--- config.mk ---
export PLATFORM = sky130hd
export DESIGN_NAME = uart_rx
export DESIGN_NICKNAME = d
export VERILOG_FILES = /design/src/rtl/uart_rx.sv
export SDC_FILE = /design/constraint.sdc
export NUM_CORES = 1
export LEC_CHECK = 0
export CORE_UTILIZATION = 57
export DETAILED_ROUTE_END_ITERATION = 10
export GPL_TIMING_DRIVEN = 0
export PLACE_DENSITY = 0.86
export REMOVE_ABC_BUFFERS = 1
export SLEW_MARGIN = 0
export SYNTH_ARGS = -nofsm -noshare
export SYNTH_HDL_FRONTEND = slang
export SYNTH_SLANG_ARGS = --single-unit
export TNS_END_PERCENT = 20
--- constraint.sdc ---
create_clock -name clk -period 2.7 [get_ports clk]
set_input_delay 0.54 -clock clk [delete_from_list [all_inputs] [get_ports clk]]
set_output_delay 0.54 -clock clk [all_outputs]
set_load 0.01 [all_outputs]
--- src/rtl/uart_rx.sv ---
// uart_rx: 8-bit UART receiver, LSB first, even parity, one stop bit.
// Each bit is sampled once, at its midpoint, from a two-flop synchronised copy
// of the line. A finished frame comes out as a one-cycle valid strobe, with
// parity and framing error flags that stay valid until the next strobe.
module uart_rx #(
   parameter int BR       = 9600,
   parameter int CLK_RATE = 50_000_000
) (
   input  logic       clk,
   input  logic       reset,
   input  logic       RX_serial_in_bit,
   output logic [7:0] RX_data_out,
   output logic       RX_data_valid,
   output logic       RX_parity_error,
   output logic       RX_framing_error,
   output logic       RX_active
);

   localparam int POSEDGES_FOR_BIT = CLK_RATE / BR;
   localparam int HALF_BIT         = POSEDGES_FOR_BIT / 2;
   localparam int CNT_NEED         = $clog2(POSEDGES_FOR_BIT);
   localparam int CNT_W            = (CNT_NEED > 16) ? CNT_NEED : 16;

   localparam logic [CNT_W-1:0] HALF_LAST = CNT_W'(HALF_BIT - 1);
   localparam logic [CNT_W-1:0] BIT_LAST  = CNT_W'(POSEDGES_FOR_BIT - 1);

   typedef enum logic [2:0] {
      IDLE      = 3'd0,
      START     = 3'd1,
      DATA      = 3'd2,
      PARITY    = 3'd3,
      STOP      = 3'd4,
      WAIT_HIGH = 3'd5
   } state_t;

   state_t           state;
   logic             rx_meta;
   logic             rx_s;
   logic [CNT_W-1:0] counter;
   logic [2:0]       bit_index;
   logic [7:0]       shift;
   logic             par_bit;

   // Two-flop synchroniser; resets to the idle (high) line level.
   always_ff @(posedge clk or posedge reset) begin
      if (reset) begin
         rx_meta <= 1'b1;
         rx_s    <= 1'b1;
      end else begin
         rx_meta <= RX_serial_in_bit;
         rx_s    <= rx_meta;
      end
   end

   // Frame state machine: finds the start bit, then samples each later bit at its midpoint.
   always_ff @(posedge clk or posedge reset) begin
      if (reset) begin
         state            <= IDLE;
         counter          <= '0;
         bit_index        <= '0;
         shift            <= '0;
         par_bit          <= 1'b0;
         RX_data_out      <= '0;
         RX_data_valid    <= 1'b0;
         RX_parity_error  <= 1'b0;
         RX_framing_error <= 1'b0;
         RX_active        <= 1'b0;
      end else begin
         RX_data_valid <= 1'b0;
         case (state)
            IDLE: begin
               counter   <= '0;
               RX_active <= 1'b0;
               if (!rx_s) begin
                  state     <= START;
                  RX_active <= 1'b1;
                  counter   <= CNT_W'(1);
               end
            end
            START: begin
               if (counter == HALF_LAST) begin
                  counter <= '0;
                  if (rx_s) begin
                     state     <= IDLE;
                     RX_active <= 1'b0;
                  end else begin
                     bit_index <= '0;
                     state     <= DATA;
                  end
               end else begin
                  counter <= counter + 1'b1;
               end
            end
            DATA: begin
               if (counter == BIT_LAST) begin
                  counter           <= '0;
                  shift[bit_index]  <= rx_s;
                  if (bit_index == 3'd7) begin
                     state <= PARITY;
                  end else begin
                     bit_index <= bit_index + 3'd1;
                  end
               end else begin
                  counter <= counter + 1'b1;
               end
            end
            PARITY: begin
               if (counter == BIT_LAST) begin
                  counter <= '0;
                  par_bit <= rx_s;
                  state   <= STOP;
               end else begin
                  counter <= counter + 1'b1;
               end
            end
            STOP: begin
               if (counter == BIT_LAST) begin
                  counter          <= '0;
                  RX_data_out      <= shift;
                  RX_data_valid    <= 1'b1;
                  RX_parity_error  <= (par_bit != ^shift);
                  RX_framing_error <= ~rx_s;
                  RX_active        <= 1'b0;
                  // A low stop bit means a break or stuck line; wait for it to release.
                  state            <= rx_s ? IDLE : WAIT_HIGH;
               end else begin
                  counter <= counter + 1'b1;
               end
            end
            WAIT_HIGH: begin
               counter <= '0;
               if (rx_s) begin
                  state <= IDLE;
               end
            end
            default: begin
               state     <= IDLE;
               counter   <= '0;
               RX_active <= 1'b0;
            end
         endcase
      end
   end

endmodule

# After elaboration in Yosys (flattened, before gate mapping)
# Index checks and enable logic that the tools add are counted.
# word_totals
regBits,45
inputBits,3
# op_classes
n_addsub,2
n_lt_le_gt_ge,2
n_eq_ne,19
muxes,29
bitwise,2
reduce_logical,12
# op_table
operator,n
16-bit one-hot mux with 3 select lines,1
3-bit 2-to-1 mux,12
16-bit 2-to-1 mux,2
2-bit != test (second input constant),10
3-bit one-hot mux with 6 select lines,1
16-bit by 1-bit adder with 16-bit output (second input constant),1
16-bit by 12-bit equality test with 1-bit output (second input constant),1
16-bit by 13-bit equality test with 1-bit output (second input constant),1
3-bit equality test (second input constant),3
8-bit bitwise mux,1
1-bit 2-to-1 mux,8
8-bit XOR reduction,1
7-bit AND reduction,1
3-bit by 2-bit equality test with 1-bit output (second input constant),2
3-bit one-hot mux with 2 select lines,1
2-bit AND reduction,3
3-bit OR reduction,2
5-bit AND reduction,1
3-bit by 4-bit < comparator with 1-bit output (second input constant),1
1-bit one-hot mux with 4 select lines,1
4-bit AND reduction,1
3-bit by 1-bit adder with 3-bit output (second input constant),1
1-bit demux with 3-bit select,1
3-bit by 1-bit equality test with 1-bit output (second input constant),1
7 further kinds,8

# Longest topological paths before layout
# depth
ltp_word,5
depth_mapped,8

# Least setup slack after synthesis
# OpenSTA, ideal clock, no wires.
# synth_timing
path_type,register to register
from,register counter[0]
to,register state[0]
arrival_ns,1.813
required_time_ns,2.575
path_slack_ns,0.762
path_stages_with_launch,9
n_path_buf,2
period_less_slack_ns,1.938
cell_sequence,dfrtp_1 > ha_1 > and4bb_1 > and4_4 > buf_6 > o22a_1 > buf_6 > and2_4 > mux2_4
# synth_via
elab_chain_len,3
word_cells_on_any_way,7
cone_classes,eq/ne (6); reduce/logical (1)
# synth_rtl
element,line_no,source
start: declaration,39,logic [CNT_W-1:0] counter;
start signal: assignment,91,counter <= counter + 1'b1;
start signal: assignment,104,counter <= counter + 1'b1;
start signal: assignment,113,counter <= counter + 1'b1;
16-bit by 13-bit equality test with 1-bit output / 16-bit by 12-bit equality test with 1-bit output (equally long branches),--,
2-bit != test (no line),--,
7-bit AND reduction (no line) (*),--,
end signal: assignment,125,state <= rx_s ? IDLE : WAIT_HIGH;
end: declaration,36,state_t state;
# Every way passes the cells marked *; elsewhere a longest branch is shown, timed or not.
# A chain may end at the register's enable or synchronous reset.

# Final worst setup path
# Same ends and word-level chain as after synthesis.

==> impl_results.md <==
* Worst path required time at just under 3 ns
* Horiz. Die Dim at 64.5 µm
* Setup violators final at 0
* CP Launch Point: counter[0]
* Synth-to-Final Area Change at 11.2%
* Max Clock Skew at approximately 0.0060 ns
* Root Driver: clkbuf_8
* Final period utilization at around 86%
* Final #Nets at 219
* Initial drt markers at 63
* Slew @ Worst Pin at 0.884 ns
* Routed len/inst at 13.8 µm
* Worst vdd ir at 349 µV
* Outcome: finished, final reports clean
* IO Port Bufs at 14
* Post-route ant nets at 0
* Initial antenna violation count at 0
* Total wire length at approximately 3600 µm
* Area of the core at 0.00372 mm²
* Setup TNS at 0 ns
* Startpoint types: flip-flop
* Sw Ratio at about a fifth
* #FFs+latches synth at 45
* Setup CP Type: flip-flop to flip-flop
* Worst hold path class: flip-flop to flip-flop
* H-tree depth at 2
* R2R Path Start: counter[0]
* Sequential area share after synthesis at 50.7%
* Logic pwr share at 1.6%
* Hold_sp: rx_meta
* Worst Path Max Fanout at 18
* Row count at 22
* Design area at 0.00247 mm²
* Final hold violation count at 0
* CTS tree: done
* Post-CTS Setup Inserts at 0
* Routed vias at 1515
* Clock power share at 39.0%
* Pwr Density at 462 mW/mm²
* Max Transition Viols Final at 0
* Gr usage total at 21.0%
* Initial Utilization at 59.9%
* Diode count at 0
* Gr ovfl total at 0
* Max cap viols at 0
* DIE AREA at 0.00416 mm²
* Syn Area/Cell at 11.1 µm²
* Vias in the first global route at ~1.5k
* Post-cts resize count at 0
* Clock buffer depth at 2
* Clk sinks at 45
* Hold-fix buffers, CTS at 0
* Clock latency on the worst-skew pair at 0.30 ns
* Die Y at 64.5 µm
* Post-synth cell types at 42
* Final GP Congestion at 0.793
* Clock transition at path regs at 0.08 ns
* First drt pass iteration count at 4
* Post-Syn Area at 0.00223 mm²
* RSZ-0062 raised after global routing: no
* Yosys warnings at 0
* Fin crit period at between 2 and 2.5 ns
* Vias per inst at 5.78
* Commonest non-fill, non-tap cell in the layout: dfrtp_1
* Pin count of the biggest net entering global routing at 46
* Arrival @ worst endpoint at 2.51 ns
* Layout cells sized above 1 at between 10% and 20%
* Hold_ws at around 0.36 ns
* First-pass GRT wire length at 6550 µm
* F_max at approximately 430 MHz
* Leak at 0.00112 µW
* Internal at 911 µW
* Crit path capture type: flip-flop
* Syn Inst Count at 200
* DRC viols at 0
* NetSw at 233 µW
* Relative slew slack at 41.0%
* Reg power frac at between 50% and 60%
* Post-DP HPWL at between 2000 and 3000 µm
* TritonCTS Buffers at 5
* Ports at 15
* Most frequent cells in the layout: dfrtp_1 (43), nor2_1 (22), mux2_2 (20)
* Placement Cell Area at between 0.002 and 0.0025 mm²
## area by class of cell
cell class	instances	area [µm²]
fillers	290	1240
inverters	4	15.0
clock inverters	1	5.00
well taps	48	60.1
flip-flops and latches	45	1130
repair buffers	14	140
multi-input cells	143	1030
clock buffers	7	96.3
## worst max-delay path, stage by stage, from the launching register on
cell,delay (ns)
dfrtp_1,0.38
ha_1,0.27
and4bb_1,0.22
and4_4,0.27
o22a_1,0.51
and2_4,0.26
mux2_4,0.29
## synthesized netlist by cell type (all sizes together)
| library cell | number | area (µm²) |
|---|---|---|
| nor4bb | 2 | 20.0 |
| nand2 | 14 | 52.6 |
| ha | 3 | 37.5 |
| inv | 4 | 15.0 |
| xnor2 | 11 | 96.3 |
| and4 | 4 | 37.5 |
| nor3b | 1 | 7.51 |
| nor4 | 4 | 31.3 |
| o2bb2ai | 1 | 8.76 |
| and4b | 1 | 10.0 |
| and4bb | 3 | 37.5 |
| o22a | 1 | 8.76 |
| a31oi | 1 | 6.26 |
| nand2b | 2 | 12.5 |
| dfstp | 2 | 52.6 |
| nor2 | 22 | 82.6 |
| or3b | 1 | 8.76 |
| mux2 | 21 | 240 |
| nor3 | 2 | 10.0 |
| nor2b | 5 | 31.3 |
| o31ai | 1 | 7.51 |
| dfrtp | 43 | 1080 |
| or3 | 2 | 12.5 |
| xor2 | 10 | 87.6 |
| a22o | 2 | 17.5 |
| nand4 | 2 | 12.5 |
| nand3 | 10 | 50.1 |
| and3 | 2 | 12.5 |
| buf | 6 | 45.0 |
| o21ai | 6 | 30.0 |
| a2111oi | 1 | 8.76 |
| and2 | 2 | 15.0 |
| nor4b | 1 | 8.76 |
| nand3b | 1 | 7.51 |
| a21oi | 4 | 20.0 |
| clkbuf | 2 | 7.51 |
## per-stage QoR
step | util (%) | instances | power (µW) | setup slack (ns)
final | 66.6 | 262 | 1140 | 0.387
after detailed placement | 63.9 | 254 | 712 | 0.379
after global routing | 66.6 | 262 | 1190 | 0.216
after floorplan | - | 192 | 704 | 0.661
after CTS | 66.6 | 262 | 1160 | 0.362
after global placement | 63.9 | 254 | 712 | 0.273
## metal layers
layer  vias up  part of all wire, %  track usage, %
met4         0                  1.8            9.44
met1       749                   46            26.4
met3         7                  3.3            5.81
met5         -                    0               0
li1        730                    -               -
met2        29                   49            33.8
## state kept, by name, summed over array words and instances (netlist names)
signal	flops
par_bit	1
state	3
shift	8
rx_meta	1
bit_index	3
RX_data_valid	1
RX_framing_error	1
counter	16
RX_parity_error	1
rx_s	1
RX_data_out	8
RX_active	1
## path summary, 6_finish.rpt
path	end	slack, ns	cells past startpoint
max	state[0]	0.39	6
min	rx_s	0.36	0
max reg2reg	state[0]	0.39	6
min reg2reg	rx_s	0.36	0
max in group asynchronous	counter[4]	1.40	2
min in group asynchronous	counter[12]	0.74	2
## kinds of logic after synthesis
| logic type | Yosys count | synth area share [%] |
|---|---|---|
| AO/OA/AOI/OAI | 17 | 4.83 |
| XOR/XNOR | 21 | 8.26 |
| adder cells (fa/ha/maj) | 3 | 1.69 |
| buffers and inverters | 12 | 3.04 |
| flip-flops | 45 | 50.7 |
| multiplexers | 21 | 10.8 |
| AND/OR/NAND/NOR | 81 | 20.7 |
## power groups by stage
stage | registers [µW] | logic [µW] | clock network, µW
5_1_grt | 679 | 22.8 | 484
6_report | 679 | 18.8 | 447
4_1_cts | 679 | 19.9 | 460
2_1_floorplan | 691 | 13.1 | 0
3_3_place_gp | 692 | 19.4 | 0
3_5_place_dp | 692 | 19.9 | 0
Note: power is estimated with default switching activity, not from simulation.
